### config.mk
export PLATFORM = sky130hd
export DESIGN_NAME = kronos_if
export DESIGN_NICKNAME = d
export VERILOG_FILES = /design/src/rtl/kronos_if.sv
export SDC_FILE = /design/constraint.sdc
export NUM_CORES = 1
export LEC_CHECK = 0
export ABC_AREA = 1
export CAP_MARGIN = 20
export CORE_MARGIN = 5
export CORE_UTILIZATION = 40
export CTS_BUF_LIST = sky130_fd_sc_hd__clkbuf_4 sky130_fd_sc_hd__clkbuf_8 sky130_fd_sc_hd__clkbuf_16
export CTS_CLUSTER_DIAMETER = 80
export DETAILED_ROUTE_END_ITERATION = 7
export PLACE_DENSITY = 0.74
export SETUP_SLACK_MARGIN = 0.4
export SYNTH_ARGS = -nofsm -noshare
export SYNTH_HDL_FRONTEND = slang
export SYNTH_SLANG_ARGS = --single-unit
### constraint.sdc
create_clock -name clk -period 2.1 [get_ports clk]
set_input_delay 0.525 -clock clk [delete_from_list [all_inputs] [get_ports clk]]
set_output_delay 0.525 -clock clk [all_outputs]
set_load 0.03 [all_outputs]
### src/rtl/kronos_if.sv
// Instruction fetch stage: issues fetch requests from an internal pc and presents {pc, ir} to decode.
// Latency: a fetch appears on the edge that accepts instr_ack, so zero-wait memory sustains one instruction per cycle.
// Backpressure: if decode stalls while an ack lands, the word is parked in a one-entry skid buffer and requests pause until decode drains it.
//
// Ports:
//   clk, rstz                  - clock, asynchronous active-low reset
//   instr_addr, instr_req      - fetch request to instruction memory (addr is the internal pc)
//   instr_data, instr_ack      - memory response; data is only meaningful with ack
//   branch, branch_target      - single-cycle redirect, overrides every other event
//   fetch, fetch_vld, fetch_rdy- {pc, ir} toward decode with valid/ready handshake
module kronos_if #(
    parameter logic [31:0] BOOT_ADDR = 32'h0
) (
    input  logic        clk,
    input  logic        rstz,
    output logic [31:0] instr_addr,
    output logic        instr_req,
    input  logic [31:0] instr_data,
    input  logic        instr_ack,
    input  logic        branch,
    input  logic [31:0] branch_target,
    output logic [63:0] fetch,
    output logic        fetch_vld,
    input  logic        fetch_rdy
);

    typedef enum logic [1:0] {
        BOOT  = 2'd0,
        FETCH = 2'd1,
        STALL = 2'd2
    } state_t;

    // Layout matches the decode-stage view: pc in the upper word, ir in the lower.
    typedef struct packed {
        logic [31:0] pc;
        logic [31:0] ir;
    } pipe_ifid_t;

    state_t      state;
    logic [31:0] pc;
    pipe_ifid_t  fetch_q;
    pipe_ifid_t  skid;

    logic        slot_free;
    logic [31:0] pc_inc;

    assign instr_addr = pc;
    assign fetch      = fetch_q;

    // The output register can take a new word if it is empty or being drained this edge.
    assign slot_free  = !fetch_vld || fetch_rdy;
    // Natural 32-bit overflow gives the required wrap from FFFF_FFFC to 0.
    assign pc_inc     = pc + 32'd4;

    always_ff @(posedge clk or negedge rstz) begin
        if (!rstz) begin
            state     <= BOOT;
            pc        <= BOOT_ADDR;
            fetch_q   <= '0;
            fetch_vld <= 1'b0;
            skid      <= '0;
            instr_req <= 1'b0;
        end else if (branch) begin
            // Redirect wins over everything, including an ack arriving this same
            // edge: that response and any parked skid word belong to the old path.
            state     <= FETCH;
            pc        <= branch_target;
            fetch_vld <= 1'b0;
            skid      <= '0;
            instr_req <= 1'b1;
        end else begin
            case (state)
                BOOT: begin
                    state     <= FETCH;
                    instr_req <= 1'b1;
                end

                FETCH: begin
                    // instr_req is always high here, so any ack belongs to pc.
                    if (instr_ack) begin
                        pc <= pc_inc;
                        if (slot_free) begin
                            fetch_q   <= '{pc: pc, ir: instr_data};
                            fetch_vld <= 1'b1;
                        end else begin
                            // Decode is holding the current word; park this one and
                            // stop requesting so at most two words are in flight.
                            skid      <= '{pc: pc, ir: instr_data};
                            state     <= STALL;
                            instr_req <= 1'b0;
                        end
                    end else if (fetch_vld && fetch_rdy) begin
                        fetch_vld <= 1'b0;
                    end
                end

                STALL: begin
                    // No request is outstanding, so acks seen here are ignored.
                    if (fetch_rdy) begin
                        fetch_q   <= skid;
                        state     <= FETCH;
                        instr_req <= 1'b1;
                    end
                end

                default: begin
                    state     <= BOOT;
                    instr_req <= 1'b0;
                end
            endcase
        end
    end

endmodule

**Word-level counts from Yosys, hierarchy flattened**

Index checks and enable logic that the tools add are counted.

- Register bits after elaboration: 164
- Input bits: 69

- Add/subtract/negate cells: 1
- Equal/unequal tests: 10
- Multiplexer cells: 26
- Bitwise gates (word level): 1
- Reduce and logical (&&, ||, !) cells: 13

Operators with widths:

| cell | count |
|---|---|
| 2-to-1 mux 64 bit | 7 |
| case mux 64 bit (2 select lines) | 1 |
| 2-to-1 mux 32 bit | 3 |
| adder 32 x 3 -> 32 bit (second input constant) | 1 |
| 2-to-1 mux 1 bit | 9 |
| != test 3 bit (second input constant) | 3 |
| AND reduction 3 bit | 3 |
| 2-to-1 mux 2 bit | 4 |
| != test 2 bit (second input constant) | 4 |
| case mux 2 bit (3 select lines) | 1 |
| nonzero test 2 bit | 3 |
| AND reduction 5 bit | 1 |
| != test 3 x 1 -> 1 bit (second input constant) | 1 |
| case mux 1 bit (3 select lines) | 1 |
| nonzero test 3 bit | 1 |
| == test 2 x 1 -> 1 bit (second input constant) | 1 |
| == test 2 bit (second input constant) | 1 |
| zero test 2 bit | 1 |
| AND reduction 2 bit | 1 |
| logical AND 1 bit | 1 |
| zero test 1 bit | 1 |
| logical OR 1 bit | 1 |
| inverter 1 bit | 1 |

**Depth between registers and ports, before layout**

Gate-level depths: netlist of run 1.

- Depth in word-level cells: 6
- Depth in mapped cells: 10
- Mapped depth without buffers: 10

**Worst setup path before layout of run 1**

Ideal clock, no wire load.

- Kind: register -> register
- Start: register state[0]
- End: register fetch_q (netlist bit fetch[0])
- Data arrival time: 1.672 ns
- Path slack: 0.351 ns
- Cell stages (with the launch flop): 8
- Path buffers: 3
- Clock period less this slack: 1.749 ns
- Cell sequence: dfrtp_1 -> inv_1 -> ha_1 -> buf_2 -> buf_4 -> clkbuf_1 -> o21a_1 -> a21oi_1

- Cells in the longest elaborated chain, start to end: 3

RTL lines:

| item | RTL line | source |
|---|---|---|
| start, declared | 39 | `state_t state;` |
| start signal, assigned | 57 | `state <= BOOT;` |
| start signal, assigned | 66 | `state <= FETCH;` |
| start signal, assigned | 74 | `state <= FETCH;` |
| == test 2 x 1 -> 1 bit or == test 2 bit (tied branches) | 72 | `case (state)` |
| != test 2 bit (no source line) or nonzero test 2 bit (tied branches) | - |  |
| AND reduction 5 bit (no source line) | - |  |
| end signal, assigned | 83 | `fetch_q <= '{pc: pc, ir: instr_data};` |
| end signal, assigned | 100 | `fetch_q <= skid;` |
| end, declared | 41 | `pipe_ifid_t fetch_q;` |

Several ways; a longest one is shown, not always the timed one.
A chain may end at the register's enable or synchronous reset.

**Worst setup path after layout of run 1**

- Start: register state[1]
- End: register fetch_q (netlist bit fetch[53])

Same word-level chain as after synthesis.

==> results of run 1 <==
==> critical path, stage by stage (launching register included) <==
cell and delay, ns:
dfrtp_1 0.40, inv_2 0.13, ha_4 0.16, inv_2 0.05
o211ai_1 0.27, nor3_4 0.07, buf_6 0.17, buf_12 0.14
clkbuf_16 0.16, a21oi_1 0.13
==> registers in the layout, indices dropped and copies added (netlist names) <==
| register | count |
|---|---|
| instr_addr | 32 |
| state | 2 |
| fetch | 64 |
| fetch_vld | 1 |
| skid | 64 |
==> power by group through the flow <==
stage / logic (mW) / registers [mW] / clock network (mW)
after floorplan: 2.34 / 6.00 / 0
after global placement: 6.22 / 4.64 / 0
after detailed placement: 6.34 / 4.65 / 0
after CTS: 6.33 / 4.60 / 3.20
after global routing: 7.15 / 4.72 / 3.35
final: 6.66 / 4.61 / 3.15
==> synth_stat cells (all sizes together) <==
master  number  share of area (%)
a31oi        8               0.62
o211ai       2               0.19
o22ai        5               0.39
nand2      202                9.5
buf         37                2.4
o21ai       90                5.6
nand4        5               0.39
o31ai        2               0.19
clkbuf      23                1.1
o21a        62                5.8
a211oi       2               0.19
nor3         3               0.25
or2          1              0.078
nand3      108                6.7
nor2       119                6.0
inv         98                4.6
a21oi       71                4.4
and2         3               0.23
ha           5               0.78
dfrtp      163                 51
==> logic make-up after synthesis <==
logic type / after synthesis
adder cells (fa/ha/maj): 5
AND/OR/NAND/NOR: 441
AO/OA/AOI/OAI: 242
buffers and inverters: 158
flip-flops: 163
==> final cells by class <==
cell class                      instances  area, um2
Clock buffer                           21        468
Clock inverter                         11        129
Tap cell                              265        332
Inverter                               98        375
Fill cell                            1825       8730
Timing Repair Buffer                  211       2000
Sequential cell                       163       4090
Multi-Input combinational cell        688       3530
==> worst paths after layout <==
check | from | slack, ns | to | depth (start not counted)
setup reg to reg | state[1] | 0.34 | fetch[53] | 9
max in group asynchronous | rstz | 1.45 | fetch[41] | 2
hold reg to reg | fetch[24] | 0.51 | fetch[24] | 2
hold / removal | rstz | 0.02 | fetch[7] | 1
min in group clk | fetch[24] | 0.51 | fetch[24] | 2
setup / recovery | state[1] | 0.34 | fetch[53] | 9
==> routing by layer <==
layer | track usage [%] | vias up | wire length [um]
met5 | 0 | - | 0
met3 | 5.00 | 27 | 1410
met2 | 32.9 | 238 | 11900
met1 | 26.7 | 3699 | 10600
li1 | - | 3647 | -
met4 | 5.57 | 0 | 411
==> stage by stage <==
step / utilization, % / worst slack [ns] / area [um2]
6_report: 55.6 / 0.343 / 10900
5_1_grt: 55.6 / 0.277 / 10900
4_1_cts: 55.1 / 0.316 / 10800
3_5_place_dp: 51.8 / -0.0555 / 10200
3_3_place_gp: 51.8 / 0.0235 / 10200
2_1_floorplan: - / 0.435 / 8050
==> what timing repair did <==
item	in CTS	in global routing
pin swaps	3	8
gates cloned	2	3
setup endpoints to repair	187	152
setup buffers	5	6
gates resized for setup	338	86
==> impl_metrics.yaml, run 1 <==
run_status:
  status: "completed"
sta:
  finalMaxSlewViolations: 0
  slew_headroom_pct: 66.6
  period_share_pct: 83.7
  fin_tns_setup_ns: 0
  whs_ns: 0.0187
  worst_pin_slew_ns: 0.501
  hold_viol: 0
  setup_viol: 0
  grt_setup_unrepaired: "true"
  finalCriticalPeriod_ns: 1.76
  clock-skew-final_ns: 0.0106
  timing.fmax_mhz: 569
finish:
  layout_commonest_cell: "nand2_1"
  final_cell_mix: "195 x nand2_1, 154 x dfrtp_1, 106 x nand3_1"
  num_antenna_cells: 0
  final_nets: 1253
  drive_above_1_share_pct: 20.2
  finalNonFillerCells: 1457
  syn_to_final_growth_pct: 35.7
synth:
  syn-mean-instance-area_um2: 7.98
  synthAdderAreaFrac_pct: 0.777
  synth_top_family_by_area: "simple AND/OR/NAND/NOR gates"
  synth_xor_area_share_pct: 0
  synthMuxAreaShare_pct: 0
  synth_seq_area_share_pct: 50.7
  ys_ff_latch: 163
  syn_nets: 1083
  netlist_instances: 1009
  netlist_area_um2: 8050
  yosysUniqueCellTypes: 28
  synthSimpleGateAreaFrac_pct: 23.2
  synth_warnings: 0
  synth_compound_area_share_pct: 17.4
pwr:
  clkPwrFrac_pct: 21.9
  p_total_mw: 14.4
  cellPowerDensity_nw_per_um2: 1320
  ir_drop_v: 0.000813
  sequentialPowerShare_pct: 32.0
  leakage_nw: 4.89
  combPwrFrac_pct: 46.2
  swShare_pct: 42.4
  p_int_mw: 8.30
  p_sw_mw: 6.12
grt:
  antenna_found_initial: 0
  grt_overflow: 0
  grt_first_pass_wirelength_um: 38200
  grt_pass1_vias: 7370
  grt_start_max_net_pins: 128
  grt_usage_pct: 20.1
worst_setup_path:
  crit_path_max_fanout: 8
  crit_arrival_ns: 2.11
  required_ns: 2.45
  worstSetupPathType: "flop to flop"
  crit_path_start_kind: "flop"
  critPathCaptureType: "flop"
detailed_routing:
  wl_um: 24300
  via_per_inst: 5.22
  first_pass_iters: 5
  vias: 7611
  ant_nets: 0
  drtIter0Drc: 655
  wire_per_inst_um: 16.7
  drc: 0
cts:
  cts.clk_slew.worst_paths_ns: 0.07
  htree_levels: 4
  cts_tree: "built"
  cts_buffers: 17
  ctsHoldBuffers: 0
  clk-insertion-delay-late_ns: 0.43
  cts_buffer_depth: 2
  cts.sinks: 163
  cts_root_buf: "clkbuf_16"
worst_hold_path:
  min_path_type: "primary input to async pin"
floorplan:
  core_area_um2: 19700
  dieWidth_um: 152
  ios: 167
  rows: 51
  initial_core_util_pct: 41.0
  die-area_um2: 23100
  die_h_um: 152
place:
  place_congestion: 0.859
  place_hpwl_um: 16300
  portBuffers: 166
  placed_cells: 1409
flow_run:
  maxCapViolCount: 0
Note: power is estimated with default switching activity, not from simulation.
==> run 2, diff against run 1 <==
PLACE_DENSITY = 0.76   (was 0.74)
clock period = 1.4 ns   (was 2.1 ns; I/O delays follow)
==> run 2 against run 1 <==
Net effect:
- total power increased by 78%
- worst hold slack improved by 0.33 ns
- utilization increased by 14 points
- sequential cell count unchanged
- maximum frequency decreased by 4.5%
- global-route usage increased by 1.5 points
- via count increased by 13%
- non-clock buffer count increased by 127
- clock power increased by 43%
- register-to-register slack got worse by 0.78 ns
- the flow now finishes with violations (negative setup slack)
- cell count increased by 8.8%
- die area unchanged
==> impl_metrics.yaml, run 2 (synthesis results as in run 1) <==
worst_setup_path:
  critPathCaptureType: "flop"
  crit_chain: "inv_4, ha_4, o211ai_1, nor3_4, buf_6, buf_4, nor2_1, a21oi_1"
  cpPeakStageDelay_ns: 0.41
  crit_path_start_kind: "flop"
  crit_path_max_fanout: 6
  required_ns: 1.74
  crit_arrival_ns: 2.18
  cp_slowest_cell: "dfrtp_2"
  path_buf_inv: 3
  worstSetupPathType: "flop to flop"
  crit_family: "buffers and inverters"
sta:
  finalMaxSlewViolations: 0
  worst_pin_slew_ns: 0.386
  whs_ns: 0.346
  finalWorstSetupSlack_ns: -0.439
  grt_setup_unrepaired: "true"
  setup_viol: 183
  timing.fmax_mhz: 544
  finalCriticalPeriod_ns: 1.84
  slew_headroom_pct: 74.0
  hold_viol: 0
  period_share_pct: 131
  clock-skew-final_ns: 0.00994
worst_hold_path:
  min_path_type: "primary input to async pin"
detailed_routing:
  via_per_inst: 5.45
  drtIter0Drc: 931
  ant_nets: 0
  vias: 8638
  wl_um: 30600
  wire_per_inst_um: 19.3
  first_pass_iters: 6
  drc: 0
grt:
  grt_pass1_vias: 7850
  grt_overflow: 0
  grt_start_max_net_pins: 66
  grt_first_pass_wirelength_um: 41200
  grt_usage_pct: 21.6
  antenna_found_initial: 0
flow_run:
  maxCapViolCount: 0
finish:
  fin_util_pct: 69.4
  drive_above_1_share_pct: 37.1
  layout_commonest_cell: "nand2_1"
  final_cell_mix: "196 x nand2_1, 137 x dfrtp_1, 99 x buf_4"
  fillers: 1398
  final_nets: 1381
  num_antenna_cells: 0
  syn_to_final_growth_pct: 69.5
place:
  place_congestion: 0.931
  place_hpwl_um: 17300
  portBuffers: 166
  pre_cts_ws_ns: -0.514
cts:
  clk-insertion-delay-late_ns: 0.43
  cts.sinks: 163
  htree_levels: 4
  cts_buffer_depth: 2
  cts_buffers: 17
  cts_root_buf: "clkbuf_16"
  cts_tree: "built"
  cts.clk_slew.worst_paths_ns: 0.06
floorplan:
  ios: 167
  die-area_um2: 23100
  dieWidth_um: 152
  initial_core_util_pct: 41.0
  die_h_um: 152
  core_area_um2: 19700
  rows: 51
run_status:
  status: "finished, violations left"
  violations: "negative setup slack"
pwr:
  leakage_nw: 6.10
  p_total_mw: 25.6
  cellPowerDensity_nw_per_um2: 1880
  ir_drop_v: 0.00118
run 2: cell types whose count changed in the layout (fill, tap and decap cells not counted), moves of 31 or more:
cell,change
buf_6,+92
buf_4,+76
o21ai_0,-62
o21ai_2,+58
nand3_1,-42
buf_12,+37
clkbuf_2,-36
buf_2,-31
nand3_2,+31
run 2: cell type report:
class | instances | area, um2 | share of cell area, %
flip-flops and latches | 163 | 4110 | 30.1
clock buffers | 23 | 477 | 3.49
inverters | 98 | 384 | 2.82
well taps | 265 | 332 | 2.43
multi-input cells | 689 | 4150 | 30.5
repair buffers | 338 | 4100 | 30.1
clock inverters | 9 | 82.6 | 0.605
run 2: metrics by stage:
| stage | area (um2) | instances | TNS [ns] |
|---|---|---|---|
| floorplan | 8220 | 1009 | -16.01 |
| CTS | 11900 | 1515 | -29.25 |
| global placement | 11000 | 1473 | -60.22 |
| detailed placement | 11000 | 1473 | -67.22 |
| finish | 13600 | 1585 | -48.48 |
| global route | 13600 | 1585 | -57.71 |
run 2: timing repair:
item / in CTS / in global routing
gates resized for setup: 250 / 257
setup buffers: 5 / 49
hold endpoints to repair: 14 / 0
pin swaps: 3 / 8
setup endpoints to repair: 261 / 261
hold buffers: 1 / 0
gates cloned: 4 / 21
run 2: power by group:
group	internal, mW	switching, mW
Clock	2.58	1.93
Combinational	6.70	7.12
Sequential	6.01	1.26
Total	15.3	10.3
run 2: final timing paths:
kind                           from             end  slack [ns]  cells past startpoint
max                        state[0]       fetch[31]       -0.44                      8
min                            rstz       fetch[14]        0.35                      2
max reg2reg                state[0]       fetch[31]       -0.44                      8
min reg2reg                skid[37]        skid[37]        0.52                      2
min in group clk             branch        skid[63]        0.41                      3
max in group asynchronous      rstz  instr_addr[15]        0.53                      3
run 2: routing by layer:
layer	share of wire, %	up-vias	global-route usage, %
li1	-	3913	-
met1	40	4235	28.5
met2	50	414	35.1
met3	6.9	76	5.25
met4	3.2	0	7.23
met5	0	-	0
